### src/rtl/mips_pkg.sv
// Shared types for the decode-stage hazard controller.
// Holds register-index widths and the in-flight slot record.
package mips_pkg;

   localparam int REG_W = 5;
   localparam logic [REG_W-1:0] REG_ZERO = 5'd0;

   typedef struct packed {
      logic             v;
      logic [REG_W-1:0] dest;
      logic             wb;
      logic             load;
   } slot_t;

   localparam slot_t SLOT_NONE = '0;

   function automatic slot_t mk_slot(
      input logic [REG_W-1:0] dest,
      input logic             wb,
      input logic             load
   );
      slot_t s;
      s.v    = 1'b1;
      s.dest = dest;
      s.wb   = wb;
      s.load = load;
      return s;
   endfunction

endpackage

### src/rtl/id_hazard_ctrl_if.sv
// Decode-side bundle: ID instruction info, branch resolution in,
// pipeline steering (pc/ifid/idex/ex controls, stall count) out.
interface id_hazard_ctrl_if #(
   parameter int CNT_W = 16
);
   import mips_pkg::*;

   logic             id_valid;
   logic [REG_W-1:0] id_rs;
   logic [REG_W-1:0] id_rt;
   logic             id_use_rs;
   logic             id_use_rt;
   logic [REG_W-1:0] id_dest;
   logic             id_wb_en;
   logic             id_is_load;
   logic             id_is_muldiv;
   logic             id_jump;
   logic             ex_branch_taken;

   logic             pc_write;
   logic             ifid_write;
   logic             ifid_flush;
   logic             idex_bubble;
   logic             ex_hold;
   logic [CNT_W-1:0] stall_cnt;

   modport master (
      output id_valid, id_rs, id_rt, id_use_rs, id_use_rt,
      output id_dest, id_wb_en, id_is_load, id_is_muldiv,
      output id_jump, ex_branch_taken,
      input  pc_write, ifid_write, ifid_flush,
      input  idex_bubble, ex_hold, stall_cnt
   );

   modport slave (
      input  id_valid, id_rs, id_rt, id_use_rs, id_use_rt,
      input  id_dest, id_wb_en, id_is_load, id_is_muldiv,
      input  id_jump, ex_branch_taken,
      output pc_write, ifid_write, ifid_flush,
      output idex_bubble, ex_hold, stall_cnt
   );

endinterface

### src/rtl/hz_slot_match.sv
// Compares one in-flight slot against the ID source registers.
// Ports: slot, rs/rt, use_rs/use_rt in; match, load_match out.
module hz_slot_match
   import mips_pkg::*;
(
   input  slot_t            slot,
   input  logic [REG_W-1:0] rs,
   input  logic [REG_W-1:0] rt,
   input  logic             use_rs,
   input  logic             use_rt,
   output logic             match,
   output logic             load_match
);

   logic live;

   // $0 is hardwired, so a write to it never creates a dependence.
   assign live = slot.v && slot.wb && (slot.dest != REG_ZERO);

   assign match = live &&
      ((use_rs && (slot.dest == rs)) ||
       (use_rt && (slot.dest == rt)));

   assign load_match = match && slot.load;

endmodule

### src/rtl/id_hazard_ctrl.sv
// Decode-stage sequencing: RAW stalls, mult/div hold, jump/branch flush.
// Ports: clk, rst_n (async, active-low), bus (id_hazard_ctrl_if.slave).
module id_hazard_ctrl
   import mips_pkg::*;
#(
   parameter int FORWARDING = 0,
   parameter int MULDIV_LAT = 4,
   parameter int CNT_W      = 16
) (
   input logic              clk,
   input logic              rst_n,
   id_hazard_ctrl_if.slave  bus
);

   localparam int MD_W = $clog2(MULDIV_LAT);
   localparam logic [MD_W-1:0] MD_INIT = MD_W'(MULDIV_LAT - 1);

   slot_t            ex_q;
   slot_t            mem_q;
   logic [MD_W-1:0]  md_cnt;
   logic [CNT_W-1:0] cnt_q;

   logic ex_m, ex_lm, mem_m, mem_lm;
   logic busy, raw_stall, issue;
   logic pc_w, ifid_w, flush, bubble, hold;

   hz_slot_match u_ex (
      .slot       (ex_q),
      .rs         (bus.id_rs),
      .rt         (bus.id_rt),
      .use_rs     (bus.id_use_rs),
      .use_rt     (bus.id_use_rt),
      .match      (ex_m),
      .load_match (ex_lm)
   );

   hz_slot_match u_mem (
      .slot       (mem_q),
      .rs         (bus.id_rs),
      .rt         (bus.id_rt),
      .use_rs     (bus.id_use_rs),
      .use_rt     (bus.id_use_rt),
      .match      (mem_m),
      .load_match (mem_lm)
   );

   assign busy = (md_cnt != '0);

   // MEM never records the load flag, so mem_lm is only a
   // structural term: with bypass, only a load in EX stalls.
   assign raw_stall = bus.id_valid &&
      ((FORWARDING != 0) ? (ex_lm | mem_lm) : (ex_m | mem_m));

   always_comb begin
      pc_w   = 1'b1;
      ifid_w = 1'b1;
      flush  = 1'b0;
      bubble = 1'b0;
      hold   = 1'b0;
      priority case (1'b1)
         !rst_n: begin
            pc_w   = 1'b0;
            ifid_w = 1'b0;
            bubble = 1'b1;
         end
         bus.ex_branch_taken: begin
            // Flush wins, but a running mult/div keeps EX.
            flush  = 1'b1;
            bubble = 1'b1;
            hold   = busy;
         end
         busy: begin
            pc_w   = 1'b0;
            ifid_w = 1'b0;
            hold   = 1'b1;
         end
         raw_stall: begin
            pc_w   = 1'b0;
            ifid_w = 1'b0;
            bubble = 1'b1;
         end
         (bus.id_jump && bus.id_valid): begin
            flush  = 1'b1;
         end
         default: ;
      endcase
   end

   assign issue = bus.id_valid && !bubble && !hold;

   always_ff @(posedge clk or negedge rst_n) begin
      if (!rst_n) begin
         ex_q   <= SLOT_NONE;
         mem_q  <= SLOT_NONE;
         md_cnt <= '0;
         cnt_q  <= '0;
      end else begin
         if (hold) begin
            mem_q <= SLOT_NONE;
         end else begin
            mem_q      <= ex_q;
            mem_q.load <= 1'b0;
            ex_q       <= issue ?
               mk_slot(bus.id_dest, bus.id_wb_en, bus.id_is_load) :
               SLOT_NONE;
         end
         if (issue && bus.id_is_muldiv) begin
            md_cnt <= MD_INIT;
         end else if (busy) begin
            md_cnt <= md_cnt - 1'b1;
         end
         if (!pc_w && (cnt_q != '1)) begin
            cnt_q <= cnt_q + 1'b1;
         end
      end
   end

   assign bus.pc_write    = pc_w;
   assign bus.ifid_write  = ifid_w;
   assign bus.ifid_flush  = flush;
   assign bus.idex_bubble = bubble;
   assign bus.ex_hold     = hold;
   assign bus.stall_cnt   = cnt_q;

endmodule

### src/flat_wrapper.sv
// flat-port wrapper written by rule: the top's interface ports become plain ports
module id_hazard_ctrl_flat import mips_pkg::*;
#(
   parameter int FORWARDING = 0,
   parameter int MULDIV_LAT = 4,
   parameter int CNT_W      = 16
)
  (clk, rst_n, bus_id_valid, bus_id_rs, bus_id_rt, bus_id_use_rs, bus_id_use_rt, bus_id_dest, bus_id_wb_en, bus_id_is_load, bus_id_is_muldiv, bus_id_jump, bus_ex_branch_taken, bus_pc_write, bus_ifid_write, bus_ifid_flush, bus_idex_bubble, bus_ex_hold, bus_stall_cnt);
  id_hazard_ctrl_if #(.CNT_W(CNT_W)) bus_i ();
  input logic clk;
  input logic rst_n;
  input wire logic [$bits(bus_i.id_valid)-1:0] bus_id_valid;
  input wire logic [$bits(bus_i.id_rs)-1:0] bus_id_rs;
  input wire logic [$bits(bus_i.id_rt)-1:0] bus_id_rt;
  input wire logic [$bits(bus_i.id_use_rs)-1:0] bus_id_use_rs;
  input wire logic [$bits(bus_i.id_use_rt)-1:0] bus_id_use_rt;
  input wire logic [$bits(bus_i.id_dest)-1:0] bus_id_dest;
  input wire logic [$bits(bus_i.id_wb_en)-1:0] bus_id_wb_en;
  input wire logic [$bits(bus_i.id_is_load)-1:0] bus_id_is_load;
  input wire logic [$bits(bus_i.id_is_muldiv)-1:0] bus_id_is_muldiv;
  input wire logic [$bits(bus_i.id_jump)-1:0] bus_id_jump;
  input wire logic [$bits(bus_i.ex_branch_taken)-1:0] bus_ex_branch_taken;
  output wire logic [$bits(bus_i.pc_write)-1:0] bus_pc_write;
  output wire logic [$bits(bus_i.ifid_write)-1:0] bus_ifid_write;
  output wire logic [$bits(bus_i.ifid_flush)-1:0] bus_ifid_flush;
  output wire logic [$bits(bus_i.idex_bubble)-1:0] bus_idex_bubble;
  output wire logic [$bits(bus_i.ex_hold)-1:0] bus_ex_hold;
  output wire logic [$bits(bus_i.stall_cnt)-1:0] bus_stall_cnt;
  assign bus_i.id_valid = bus_id_valid;
  assign bus_i.id_rs = bus_id_rs;
  assign bus_i.id_rt = bus_id_rt;
  assign bus_i.id_use_rs = bus_id_use_rs;
  assign bus_i.id_use_rt = bus_id_use_rt;
  assign bus_i.id_dest = bus_id_dest;
  assign bus_i.id_wb_en = bus_id_wb_en;
  assign bus_i.id_is_load = bus_id_is_load;
  assign bus_i.id_is_muldiv = bus_id_is_muldiv;
  assign bus_i.id_jump = bus_id_jump;
  assign bus_i.ex_branch_taken = bus_ex_branch_taken;
  assign bus_pc_write = bus_i.pc_write;
  assign bus_ifid_write = bus_i.ifid_write;
  assign bus_ifid_flush = bus_i.ifid_flush;
  assign bus_idex_bubble = bus_i.idex_bubble;
  assign bus_ex_hold = bus_i.ex_hold;
  assign bus_stall_cnt = bus_i.stall_cnt;
  id_hazard_ctrl #(.FORWARDING(FORWARDING), .MULDIV_LAT(MULDIV_LAT), .CNT_W(CNT_W)) u_core (.clk(clk), .rst_n(rst_n), .bus(bus_i));
endmodule
### config.mk
export PLATFORM = sky130hd
export DESIGN_NAME = id_hazard_ctrl_flat
export DESIGN_NICKNAME = d
export VERILOG_FILES = /design/src/rtl/mips_pkg.sv /design/src/rtl/id_hazard_ctrl_if.sv /design/src/rtl/hz_slot_match.sv /design/src/rtl/id_hazard_ctrl.sv /design/src/flat_wrapper.sv
export SDC_FILE = /design/constraint.sdc
export NUM_CORES = 1
export LEC_CHECK = 0
export ABC_AREA = 1
export BUFFER_PORTS_ARGS = -buffer_cell sky130_fd_sc_hd__buf_2
export CAP_MARGIN = 10
export CORE_UTILIZATION = 54
export CTS_CLUSTER_SIZE = 24
export DETAILED_ROUTE_END_ITERATION = 7
export HOLD_SLACK_MARGIN = 0.02
export PLACE_DENSITY = 0.82
export SLEW_MARGIN = 40
export SYNTH_ARGS = -nofsm -noshare
export SYNTH_HDL_FRONTEND = slang
export SYNTH_SLANG_ARGS = --single-unit
### constraint.sdc
create_clock -name clk -period 3.7 [get_ports clk]
set_clock_uncertainty 0.15 [all_clocks]
set_input_delay 1.11 -clock clk [delete_from_list [all_inputs] [get_ports clk]]
set_output_delay 1.11 -clock clk [all_outputs]
set_load 0.01 [all_outputs]
==> impl_metrics.ini <==
[outcome]
result_of_the_run = finished, final reports clean

[global_routing]
grt_first_pass_wirelength_um = 7160
global_route.overflow_total = 0
number_of_global_route_vias_before_repair = 1774
global_route.usage.total_pct = 22.5
antenna_found_initial = 0
grt_max_degree = 25

[clock_tree]
cts.reportedPaths.clkPinSlew_ns = 0.07
worstSkewPairLatency_ns = 0.29
cts_tree = built
cts_resized = 0
clk_root_buffer_cell = sky130_fd_sc_hd__clkbuf_8
post-cts-setup-buffers = 0
cts-root-to-sink-buffers = 2
post_cts_hold_buffer_count = 0
cts_max_level = 2
cts.sink_count = 32
cts_buffers = 5

[cells_and_area]
reg_area_um2 = 801
finish.cell_count_without_fillers = 399
areaGrowthSynthToFinish_pct = 15.4
multi_input_combinational_cell_area_mm2 = 0.00108
post_route_cells_drive_above_1_share_pct = 21.1
final_nets = 377
final_core_util_pct = 65.5
insertedDiodeCount = 0
filler_cell_count = 317

[critical_path]
ff2ff_path_depth = 9
crit_path_end_kind = primary output
critPathRequiredTime_ns = 2.44
worst_setup_path_startpoint = bus_id_rt[3]
start_kind = input pin
r2r-end = u_core.bus.stall_cnt[11]
cp_max_fo = 3
endpoint = bus_ifid_write
r2r-start = u_core.bus.stall_cnt[0]
wp_data_arrival_ns = 2.21
r2r_setup_slack_ns = 1.55
timing_worst_setup_path_type = in -> out

[floorplan]
floorplan.initialDensity_pct = 56.8
dieWidth_um = 64.5
row_count = 22
floorplan.core_area_mm2 = 0.00372
design.portCount = 46
die-area_mm2 = 0.00416
die-height_um = 64.5

[route]
detail_route.wl_per_cell_um = 10.4
routed_length_on_met2_um = 2150
met1Wirelength_um = 1790
antenna_violating_nets_post_route = 0
drc_errors_left = 0
detail_route.wirelength_um = 4160
detailedRoute.firstPassIterationCount = 4
routed-wl-met3_um = 157
dr_total_vias = 1943
route.top_layer_used = met4
initialDrtViolationCount = 125
vias_per_cell = 4.87

[min_path]
worst_hold_path_type = reg -> reg
timing.hold.worst.start = u_core.bus.stall_cnt[15]

[place]
dpl.cell_count = 391
last_weighted_congestion_value_of_the_routability_driven_placer = 0.882
half_perimeter_wire_length_of_the_detailed_placement_result_um = 3180
numPortBuffers = 44

[logic_synthesis]
seq_area_frac_synth_pct = 37.9
postSynth.asyncResetShare_pct = 100
synth_flop_cell = sky130_fd_sc_hd__dfrtp_1
post_synth_main_area_contributors = sky130_fd_sc_hd__dfrtp_1 38%, sky130_fd_sc_hd__nand2_1 21%, sky130_fd_sc_hd__inv_1 6.9%, sky130_fd_sc_hd__nor2_1 5.9%, sky130_fd_sc_hd__nand3_1 4.7%
yosys.cell_count.top_type = sky130_fd_sc_hd__nand2_1
synthesis.instances = 302
netlist.top_cell.by_area = sky130_fd_sc_hd__dfrtp_1
syn_nets = 329
synth_largest_type_area_fraction_pct = 37.9
synth_commonest_cells = 118 x sky130_fd_sc_hd__nand2_1, 39 x sky130_fd_sc_hd__inv_1, 33 x sky130_fd_sc_hd__nor2_1
synth-warning-count = 0
synthesis.area_per_instance_um2 = 6.99
synth_edf_count = 0
synthesis.area_mm2 = 0.00211
synth-seq-cells = 32
netlist-cell-type-count = 27

[job]
max-cap-violations = 0

[sta]
fmaxAchievable_mhz = 288
timing.setup.tns_ns = 0
final_max_tran_viols = 0
setup_viol = 0
finalHoldViolations = 0
worst_rel_slew_slack_pct = 71.1
tightest_slew_ns = 0.430
finalCritPeriodShare_pct = 93.7
clock_period_minus_worst_slack_ns = 3.47
hold_ws_ns = 0.360
grt_setup_unrepaired = false

[pwr]
cell_leakage_power_nw = 1.40
irDropWorstVdd_v = 0.000338
power_density_mw_per_mm2 = 439
-- state kept, by name, indices dropped and copies added, names as in the netlist --
name / count
u_core.mem_q: 7
u_core.md_cnt: 2
u_core.ex_q: 7
u_core.bus.stall_cnt: 16
-- routing by layer --
layer	global-route usage [%]	vias up
met5	0	-
met4	8.61	0
li1	-	1018
met1	25.8	873
met3	4.75	6
met2	40.8	46
-- critical path: stages --
cell                      delay, ns
sky130_fd_sc_hd__buf_2         0.11
sky130_fd_sc_hd__inv_1         0.05
sky130_fd_sc_hd__nand2_1       0.05
sky130_fd_sc_hd__nand2_1       0.05
sky130_fd_sc_hd__nor2_1        0.12
sky130_fd_sc_hd__nand3_1       0.08
sky130_fd_sc_hd__nand2_1       0.08
sky130_fd_sc_hd__nand2_1       0.05
sky130_fd_sc_hd__nand2_1       0.10
sky130_fd_sc_hd__nand2_1       0.06
sky130_fd_sc_hd__nand2_1       0.05
sky130_fd_sc_hd__nand2_1       0.06
sky130_fd_sc_hd__nand2_2       0.07
sky130_fd_sc_hd__inv_1         0.05
sky130_fd_sc_hd__buf_2         0.13
-- area by class of cell --
class                           instances  share of cell area, %
Clock buffer                            8                   3.70
Inverter                               44                   6.78
Multi-Input combinational cell        220                   44.2
Sequential cell                        32                   32.9
Tap cell                               48                   2.47
Timing Repair Buffer                   47                   9.97
-- logic make-up (layout without fill, tap and decap cells) --
logic type	count (synthesis)	after routing	synth area share [%]
AOI/OAI and AO/OA	9	9	2.25
xor gates and xnor gates	14	14	5.81
and+or+nand+nor	195	195	41.7
buffers and inverters	50	99	11.1
DFF	32	32	37.9
adders and majority gates	2	2	1.19
-- placed cells by master (no fill, tap or decap), types with 2 or more instances in the layout --
| cell | netlist | layout |
|---|---|---|
| sky130_fd_sc_hd__buf_4 | 1 | 3 |
| sky130_fd_sc_hd__xor2_1 | 9 | 9 |
| sky130_fd_sc_hd__nand2_1 | 118 | 118 |
| sky130_fd_sc_hd__buf_2 | 0 | 44 |
| sky130_fd_sc_hd__inv_1 | 39 | 39 |
| sky130_fd_sc_hd__xnor2_1 | 5 | 5 |
| sky130_fd_sc_hd__dfrtp_1 | 32 | 32 |
| sky130_fd_sc_hd__nor3_1 | 4 | 4 |
| sky130_fd_sc_hd__nand3_1 | 20 | 20 |
| sky130_fd_sc_hd__ha_1 | 2 | 2 |
| sky130_fd_sc_hd__o21ai_0 | 7 | 7 |
| sky130_fd_sc_hd__clkbuf_1 | 1 | 2 |
| sky130_fd_sc_hd__nand4_1 | 3 | 3 |
| sky130_fd_sc_hd__clkbuf_8 | 0 | 6 |
| sky130_fd_sc_hd__nand3_2 | 10 | 10 |
| sky130_fd_sc_hd__inv_2 | 5 | 5 |
| sky130_fd_sc_hd__nor2_1 | 33 | 33 |
-- stage by stage --
stage | area (um2) | setup slack (ns) | total power, mW
after floorplan | 2110 | 0.187 | 0.708
after global placement | 2340 | 0.253 | 0.793
after detailed placement | 2340 | 0.244 | 0.801
after CTS | 2430 | 0.236 | 1.08
after global routing | 2430 | 0.0909 | 1.16
final | 2430 | 0.231 | 1.07
-- worst min-delay path by stage --
stage,cells after the start,slack (ns),to
after CTS,2,0.36,u_core.md_cnt[1]
after detailed placement,2,0.35,u_core.md_cnt[1]
after global placement,2,0.34,u_core.bus.stall_cnt[15]
final,2,0.36,u_core.bus.stall_cnt[15]
after global routing,2,0.37,u_core.ex_q[7]
after floorplan,2,0.32,u_core.ex_q[7]
-- power by group --
| part | switching, mW | internal (mW) | total, mW |
|---|---|---|---|
| Sequential | 0.0579 | 0.405 | 0.463 |
| Combinational | 0.191 | 0.138 | 0.329 |
| Clock | 0.125 | 0.152 | 0.277 |
No activity file was read; power rests on OpenSTA's default activity.
